[src/rtl/uart_tx_arbiter.sv]
// ---------------------------------------------------------------------------
// uart_tx_arbiter
//
// Round-robin arbiter that lets NUM_REQ requesters share one UART
// transmitter. A character is accepted from the winning requester, handed to
// the transmitter with a one-cycle send_request pulse, and the arbiter then
// waits for the transmitter's tx_done before arbitrating again.
//
// Optional feature (compile-time macro UART_TX_ARB_LOCK_EN):
//   Adds input req_lock. A requester that won the previous arbitration and
//   still holds req_lock and req_valid wins again, so multi-character
//   messages are sent without interleaving. Without the macro the port does
//   not exist and arbitration is pure round-robin.
//
// Ports:
//   clk          in   single clock, rising edge
//   reset        in   asynchronous active-high reset
//   req_valid    in   [NUM_REQ]            requester i has a character
//   req_data     in   [NUM_REQ*DATA_BITS]  requester i's character slice
//   req_lock     in   [NUM_REQ]            (UART_TX_ARB_LOCK_EN only)
//   req_ready    out  [NUM_REQ]            one-cycle accept pulse
//   send_request out  1                    start pulse to transmitter
//   tx_data      out  [DATA_BITS]          character to transmitter
//   tx_busy      in   1                    transmitter busy
//   tx_done      in   1                    transmitter finished character
//   grant_id     out  [clog2(NUM_REQ)]     current / most recent winner
//   arb_busy     out  1                    high whenever not IDLE
// ---------------------------------------------------------------------------
module uart_tx_arbiter #(
   parameter int NUM_REQ   = 4,
   parameter int DATA_BITS = 8
) (
   input  logic                           clk,
   input  logic                           reset,
   input  logic [NUM_REQ-1:0]             req_valid,
   input  logic [NUM_REQ*DATA_BITS-1:0]   req_data,
`ifdef UART_TX_ARB_LOCK_EN
   input  logic [NUM_REQ-1:0]             req_lock,
`endif
   output logic [NUM_REQ-1:0]             req_ready,
   output logic                           send_request,
   output logic [DATA_BITS-1:0]           tx_data,
   input  logic                           tx_busy,
   input  logic                           tx_done,
   output logic [$clog2(NUM_REQ)-1:0]     grant_id,
   output logic                           arb_busy
);

   localparam int GW = $clog2(NUM_REQ);

   typedef enum logic [1:0] {
      IDLE      = 2'd0,
      GRANT     = 2'd1,
      WAIT_DONE = 2'd2
   } state_t;

   state_t               r_state;
   logic [GW-1:0]        r_last_grant;
   logic [GW-1:0]        r_grant_id;
   logic [DATA_BITS-1:0] r_tx_data;
   logic [NUM_REQ-1:0]   r_req_ready;
   logic                 r_send;
   logic                 r_arb_busy;

   state_t               w_state_nxt;
   logic [GW-1:0]        w_last_nxt;
   logic [GW-1:0]        w_gid_nxt;
   logic [DATA_BITS-1:0] w_data_nxt;
   logic [NUM_REQ-1:0]   w_ready_nxt;
   logic                 w_send_nxt;

   logic [GW:0]          w_sum;
   logic                 w_found;
   logic [GW-1:0]        w_winner;
   logic [NUM_REQ-1:0]   w_win_onehot;
   logic [DATA_BITS-1:0] w_win_data;

   // Winner search: first valid bit at last_grant+1, +2, ... modulo NUM_REQ.
   // One extra bit in w_sum holds the unwrapped index before the modulo fold.
   always_comb begin
      w_sum        = '0;
      w_found      = 1'b0;
      w_winner     = r_last_grant;
      w_win_onehot = '0;
      w_win_data   = '0;
      for (int k = 0; k < NUM_REQ; k++) begin
         w_sum = {1'b0, r_last_grant} + (GW+1)'(k + 1);
         if (w_sum >= (GW+1)'(NUM_REQ)) begin
            w_sum = w_sum - (GW+1)'(NUM_REQ);
         end
         if (!w_found && req_valid[w_sum[GW-1:0]]) begin
            w_found  = 1'b1;
            w_winner = w_sum[GW-1:0];
         end
      end
`ifdef UART_TX_ARB_LOCK_EN
      // A locked previous winner keeps the transmitter regardless of rotation.
      if (req_lock[r_last_grant] && req_valid[r_last_grant]) begin
         w_winner = r_last_grant;
      end
`endif
      for (int i = 0; i < NUM_REQ; i++) begin
         w_win_onehot[i] = (w_winner == GW'(i));
         if (w_winner == GW'(i)) begin
            w_win_data = req_data[i*DATA_BITS +: DATA_BITS];
         end
      end
   end

   // Next-state and next-output logic; all outputs come from registers.
   always_comb begin
      w_state_nxt = r_state;
      w_last_nxt  = r_last_grant;
      w_gid_nxt   = r_grant_id;
      w_data_nxt  = r_tx_data;
      w_ready_nxt = '0;
      w_send_nxt  = 1'b0;
      case (r_state)
         IDLE: begin
            if ((|req_valid) && !tx_busy) begin
               w_state_nxt = GRANT;
               w_ready_nxt = w_win_onehot;
               w_send_nxt  = 1'b1;
               w_data_nxt  = w_win_data;
               w_gid_nxt   = w_winner;
               w_last_nxt  = w_winner;
            end
         end
         GRANT: begin
            // tx_done is not looked at here; only WAIT_DONE reacts to it.
            w_state_nxt = WAIT_DONE;
         end
         WAIT_DONE: begin
            if (tx_done) begin
               w_state_nxt = IDLE;
            end
         end
         default: begin
            w_state_nxt = IDLE;
         end
      endcase
   end

   always_ff @(posedge clk or posedge reset) begin
      if (reset) begin
         r_state      <= IDLE;
         r_last_grant <= GW'(NUM_REQ - 1);
         r_grant_id   <= '0;
         r_tx_data    <= '0;
         r_req_ready  <= '0;
         r_send       <= 1'b0;
         r_arb_busy   <= 1'b0;
      end else begin
         r_state      <= w_state_nxt;
         r_last_grant <= w_last_nxt;
         r_grant_id   <= w_gid_nxt;
         r_tx_data    <= w_data_nxt;
         r_req_ready  <= w_ready_nxt;
         r_send       <= w_send_nxt;
         r_arb_busy   <= (w_state_nxt != IDLE);
      end
   end

   assign req_ready    = r_req_ready;
   assign send_request = r_send;
   assign tx_data      = r_tx_data;
   assign grant_id     = r_grant_id;
   assign arb_busy     = r_arb_busy;

endmodule

[config.mk]
export PLATFORM = sky130hd
export DESIGN_NAME = uart_tx_arbiter
export DESIGN_NICKNAME = d
export VERILOG_FILES = /design/src/rtl/uart_tx_arbiter.sv
export SDC_FILE = /design/constraint.sdc
export NUM_CORES = 1
export LEC_CHECK = 0
export CELL_PAD_IN_SITES_DETAIL_PLACEMENT = 0
export CELL_PAD_IN_SITES_GLOBAL_PLACEMENT = 2
export CORE_ASPECT_RATIO = 0.5
export CORE_MARGIN = 1.5
export CORE_UTILIZATION = 23
export CTS_CLUSTER_SIZE = 16
export DETAILED_ROUTE_END_ITERATION = 6
export PLACE_DENSITY = 0.93
export SYNTH_ARGS = -nofsm -noshare
export SYNTH_HDL_FRONTEND = slang
export SYNTH_SLANG_ARGS = --single-unit
[constraint.sdc]
create_clock -name clk -period 4.8 [get_ports clk]
set_input_delay 1.44 -clock clk [delete_from_list [all_inputs] [get_ports clk]]
set_output_delay 1.44 -clock clk [all_outputs]
set_load 0.05 [all_outputs]
# Word level (Yosys, flattened, before mapping)
# Cells that the tools add are included.
dict set report word_totals {
  word_cells 71
  input_bits 40
  reg_bits 20
}
dict set report op_classes {
  reduce_logical 13
  n_eq_ne 5
  add_sub_neg 8
  magnitude_cmp 8
  muxes 30
}
# op count
set ops {}
lappend ops {{8-bit two-way mux} 4}
lappend ops {{2-bit two-way mux} 10}
lappend ops {{3-bit >= comparator (second input constant)} 4}
lappend ops {{2-bit by 3-bit less-than comparator with 1-bit output (second input constant)} 4}
lappend ops {{1-bit two-way mux} 9}
lappend ops {{1-bit binary-select mux with 2-bit select} 4}
lappend ops {{4-bit two-way mux} 2}
lappend ops {{2-bit by 1-bit subtractor with 2-bit output (second input constant)} 4}
lappend ops {{2-bit by 2-bit adder with 3-bit output (second input constant)} 2}
lappend ops {{2-bit equality test (second input constant)} 3}
lappend ops {{2-bit one-hot mux with 3 select lines} 1}
lappend ops {{2-bit by 1-bit equality test with 1-bit output (second input constant)} 2}
lappend ops {{1-bit logical AND} 4}
lappend ops {{1-bit zero test} 4}
lappend ops {{2-bit zero test} 2}
lappend ops {{4-bit OR reduction} 1}
lappend ops {{2-bit by 1-bit adder with 3-bit output (second input constant)} 1}
lappend ops {{2-bit by 3-bit adder with 3-bit output (second input constant)} 1}
lappend ops {{2-bit AND reduction} 1}
lappend ops {{2-bit nonzero test} 1}

# Longest topological paths before layout
dict set report depth {
  ltp_word 20
  ltp_mapped 8
  ltp_nobuf 6
}

# Least setup slack after synthesis
# Ideal clock, no wire load.
dict set report synth_path {
  path_kind {in2reg}
  start {in req_valid[3]}
  end {reg r_tx_data[1] (netlist: tx_data[1])}
  arrival_ps 2517
  required_time_ps 4672
  path_stages 7
  setup_slack_ps 2155
  cell_sequence {inv_1 or3_1 and3_1 buf_2 clkbuf_1 a21oi_1 o22ai_1}
}
dict set report synth_via {
  elab_chain_len 17
}
# element line
set synth_lines {}
lappend synth_lines {{from (decl)} 35} ;# input logic [NUM_REQ-1:0] req_valid,
lappend synth_lines {{1-bit binary-select mux with 2-bit select} 91} ;# if (!w_found && req_valid[w_sum[GW-1:0]]) begin
lappend synth_lines {{1-bit two-way mux (implied by the code)} 91}
lappend synth_lines {{1-bit two-way mux} 91}
lappend synth_lines {{1-bit zero test} 91}
lappend synth_lines {{1-bit logical AND} 91}
lappend synth_lines {{1-bit two-way mux} 91}
lappend synth_lines {{1-bit zero test} 91}
lappend synth_lines {{1-bit logical AND} 91}
lappend synth_lines {{1-bit two-way mux} 91}
lappend synth_lines {{1-bit zero test} 91}
lappend synth_lines {{1-bit logical AND} 91}
lappend synth_lines {{2-bit two-way mux} 91}
lappend synth_lines {{2-bit zero test} 104} ;# if (w_winner == GW'(i)) begin
lappend synth_lines {{8-bit two-way mux (4 in series)} 104}
lappend synth_lines {{to (signal assigned)} 157} ;# r_tx_data <= w_data_nxt;
lappend synth_lines {{to (decl)} 60} ;# logic [DATA_BITS-1:0] r_tx_data;
# Parallel ways exist; a longest one is shown, timed or not. The select of a mux whose other input is x is not followed.
# A chain may end at the register's enable or synchronous reset.

# Worst setup path after layout
dict set report layout_path {
  start {in req_valid[3]}
  end {reg r_tx_data[5] (netlist: tx_data[5])}
}
# Same word-level chain as after synthesis.

==> flow_metrics.env <==
export IMPL_crit_path_start_kind="input port"
export IMPL_grt_antenna_before_repair=0
export IMPL_min_path_type="flip-flop to flip-flop"
export IMPL_rsz0062_at_grt="no"
export IMPL_holdWs_ns=0.495
export IMPL_initial_utilization_pct=25.2
export IMPL_tightest_slew_ns=0.982
export IMPL_clkSinkCount=20
export IMPL_layout_drive_gt1_share_pct=5.16
export IMPL_cts_tree="built"
export IMPL_dp_hpwl_mm=2.16
export IMPL_vias=953
export IMPL_drt_pass1_iter_count=4
export IMPL_path_delay_family="simple AND/OR/NAND/NOR gates"
export IMPL_reg2reg_depth=5
export IMPL_crit_required_ns=4.97
export IMPL_antenna_left=0
export IMPL_rows=16
export IMPL_cap_violations=0
export IMPL_drt_wl_total_mm=2.82
export IMPL_cts_buffers=3
export IMPL_hold_path_endpoint="grant_id[1]"
export IMPL_preCtsSetupSlack_ns=1.11
export IMPL_die_y_um=50.4
export IMPL_synth_area_sq_um=1030
export IMPL_core_sq_um=4100
export IMPL_area_growth_pct=59.2
export IMPL_ys_seq_area_share_pct=48.7
export IMPL_final_period_utilization_pct=71.2
export IMPL_post_cts_buffers=0
export IMPL_postSynthAreaPerCell_sq_um=9.94
export IMPL_r2r_slack_ns=2.47
export IMPL_syn_inst=104
export IMPL_clkLatencyLatePin_ns=0.26
export IMPL_cts_resized=0
export IMPL_fmax_mhz=293
export IMPL_finClkSkew_ns=0.00559
export IMPL_finalNonFillerCells=209
export IMPL_cp_slowest_stage_delay_ns=0.55
export IMPL_fillCellCount=395
export IMPL_dp_cells=206
export IMPL_cts_reportedPaths_clkPinSlew_ns=0.07
export IMPL_fin_ws_ns=1.38
export IMPL_setup_viol=0
export IMPL_cp_arrival_ns=3.58
export IMPL_end_kind="flip-flop"
export IMPL_clk_path_buf_depth=2
export IMPL_root_buffer="clkbuf_8"
export IMPL_status="complete, no violations"
export IMPL_htree_levels=1
export IMPL_io_buffers=55
export IMPL_min_from="grant_id[1]"
export IMPL_diodes=0
export IMPL_dieArea_sq_um=4930
export IMPL_grt_first_pass_wirelength_mm=4.70
export IMPL_path_buf_inv=2
export IMPL_hold_buffers=0
export IMPL_leakage_nw=0.702
export IMPL_postPlaceCellArea_sq_um=1600
export IMPL_setup_tns_ns=0
export IMPL_crit_chain="clkdlybuf4s50_1 > or3_1 > nor2_1 > or4_4 > inv_1 > nand2_1 > o221ai_1"
export IMPL_drc=0
export IMPL_synth_nets=144
export IMPL_synth_edf_count=0
export IMPL_gp_congestion=0.706
export IMPL_grt_max_degree=23
export IMPL_cpMaxStageDelayCell="clkdlybuf4s50_1"
export IMPL_synth_distinct_cells=27
export IMPL_overflow=0
export IMPL_hold_viol=0
export IMPL_routedWlPerCell_um=13.5
export IMPL_slew_viol_final=0
export IMPL_synth_warnings=0
export IMPL_worstSetupPathType="input port to flip-flop"
export IMPL_rr_endpoint="tx_data[6]"
export IMPL_vdd_ir_drop_max_mv=0.297
export IMPL_drtIter0Drc=48
export IMPL_p_per_area_nw_per_um2=593
export IMPL_holdPathStages=2
export IMPL_io_pins=56
export IMPL_grt_pass1_vias=983
export IMPL_ys_flop_type="dfrtp_1"
export IMPL_r2r_start="r_last_grant[1]"
export IMPL_grt_usage_pct=12.0
export IMPL_slew_headroom_pct=34.5
export IMPL_finalInstanceArea_sq_um=1650
export IMPL_detail_route_vias_per_cell=4.56
export IMPL_fin_nets=197
export IMPL_dieWidth_um=97.8
export IMPL_fin_crit_ns=3.42
export IMPL_async_flop_share_pct=100
export IMPL_cp_max_fo=15
export IMPL_ys_ff_latch=20
==> per-layer routing <==
layer	track usage [%]	share of wire, %
met4	2.86	0.96
met5	0	0
met2	21.9	48
met3	2.92	3.7
met1	14.6	47
==> cells in the mapped netlist (2+ instances only) <==
cell type / n / area (sq um)
a21oi_1: 12 / 60.1
and3_1: 2 / 12.5
buf_2: 2 / 10.0
buf_6: 2 / 22.5
clkbuf_1: 2 / 7.51
dfrtp_1: 18 / 450
dfstp_2: 2 / 52.6
inv_1: 4 / 15.0
mux2i_1: 9 / 90.1
nand2_1: 10 / 37.5
nand2b_1: 2 / 12.5
nor2_1: 10 / 37.5
nor2b_1: 2 / 12.5
o221ai_1: 8 / 70.1
o22ai_1: 4 / 25.0
or2_1: 2 / 12.5
or3_1: 3 / 18.8
==> placed cells by master (no fill, tap or decap), drive strengths merged <==
master          n
nor2b           2
or2             2
inv             4
a22o            1
a21o            1
nor2           10
nand2          10
o221ai          8
and3            2
nor3            1
dfrtp          18
a31oi           1
mux2i           9
or4             1
nand2b          2
o22ai           4
mux2            1
clkdlybuf4s50  55
o21bai          1
and3b           1
or3             3
dfstp           2
o31ai           1
a21oi          12
clkbuf          3
==> logic make-up (layout without fill, tap and decap cells) <==
family / count (synthesis) / count (layout) / synth area share, %
AO/OA/AOI/OAI: 29 / 29 / 19.1
buffers and inverters: 11 / 62 / 6.05
flip-flops: 20 / 20 / 48.7
multiplexers: 10 / 10 / 9.81
AND/OR/NAND/NOR: 34 / 34 / 16.3
==> final cells by class <==
cell class	instances	area, sq um	area share, %
clock buffer	3	41.3	2.51
inverter	4	15.0	0.913
timing repair buffer	55	551	33.5
sequential	20	503	30.6
tap	54	67.6	4.11
multi-input combinational	73	468	28.4
==> metrics by stage <==
step / power (W) / util, %
floorplan: 0.000697 / -
global placement: 0.000864 / 39.1
detailed placement: 0.000871 / 39.1
CTS: 0.000982 / 40.1
global route: 0.00104 / 40.1
finish: 0.000975 / 40.1
==> tightest hold or removal path, delay by kind of cell (launching register included) <==
kind / cells / cell delay, ns
and+or+nand+nor: 2 / 0.12
DFF: 1 / 0.35
==> worst max-delay path by stage <==
stage                             from         end  slack [ns]  cells past startpoint
after floorplan           req_valid[3]  tx_data[1]        2.16                      7
after global placement    req_valid[3]  tx_data[5]        1.17                      7
after detailed placement  req_valid[3]  tx_data[5]        1.11                      7
after CTS                 req_valid[3]  tx_data[5]        1.36                      7
after global routing      req_valid[3]  tx_data[5]        1.22                      7
final                     req_valid[3]  tx_data[5]        1.38                      7
==> report_power, final <==
| group | total, W | internal, W | switching, W |
|---|---|---|---|
| Clock | 0.000110 | 0.0000559 | 0.0000539 |
| Sequential | 0.000292 | 0.000243 | 0.0000493 |
| Combinational | 0.000574 | 0.000216 | 0.000358 |
| Total | 0.000975 | 0.000514 | 0.000461 |
==> sequential cells by signal, summed over array words and instances, names as in the netlist <==
name / count
send_request: 1
req_ready: 4
r_last_grant: 2
r_state: 2
grant_id: 2
arb_busy: 1
tx_data: 8
Note: power is estimated with default switching activity, not from simulation.
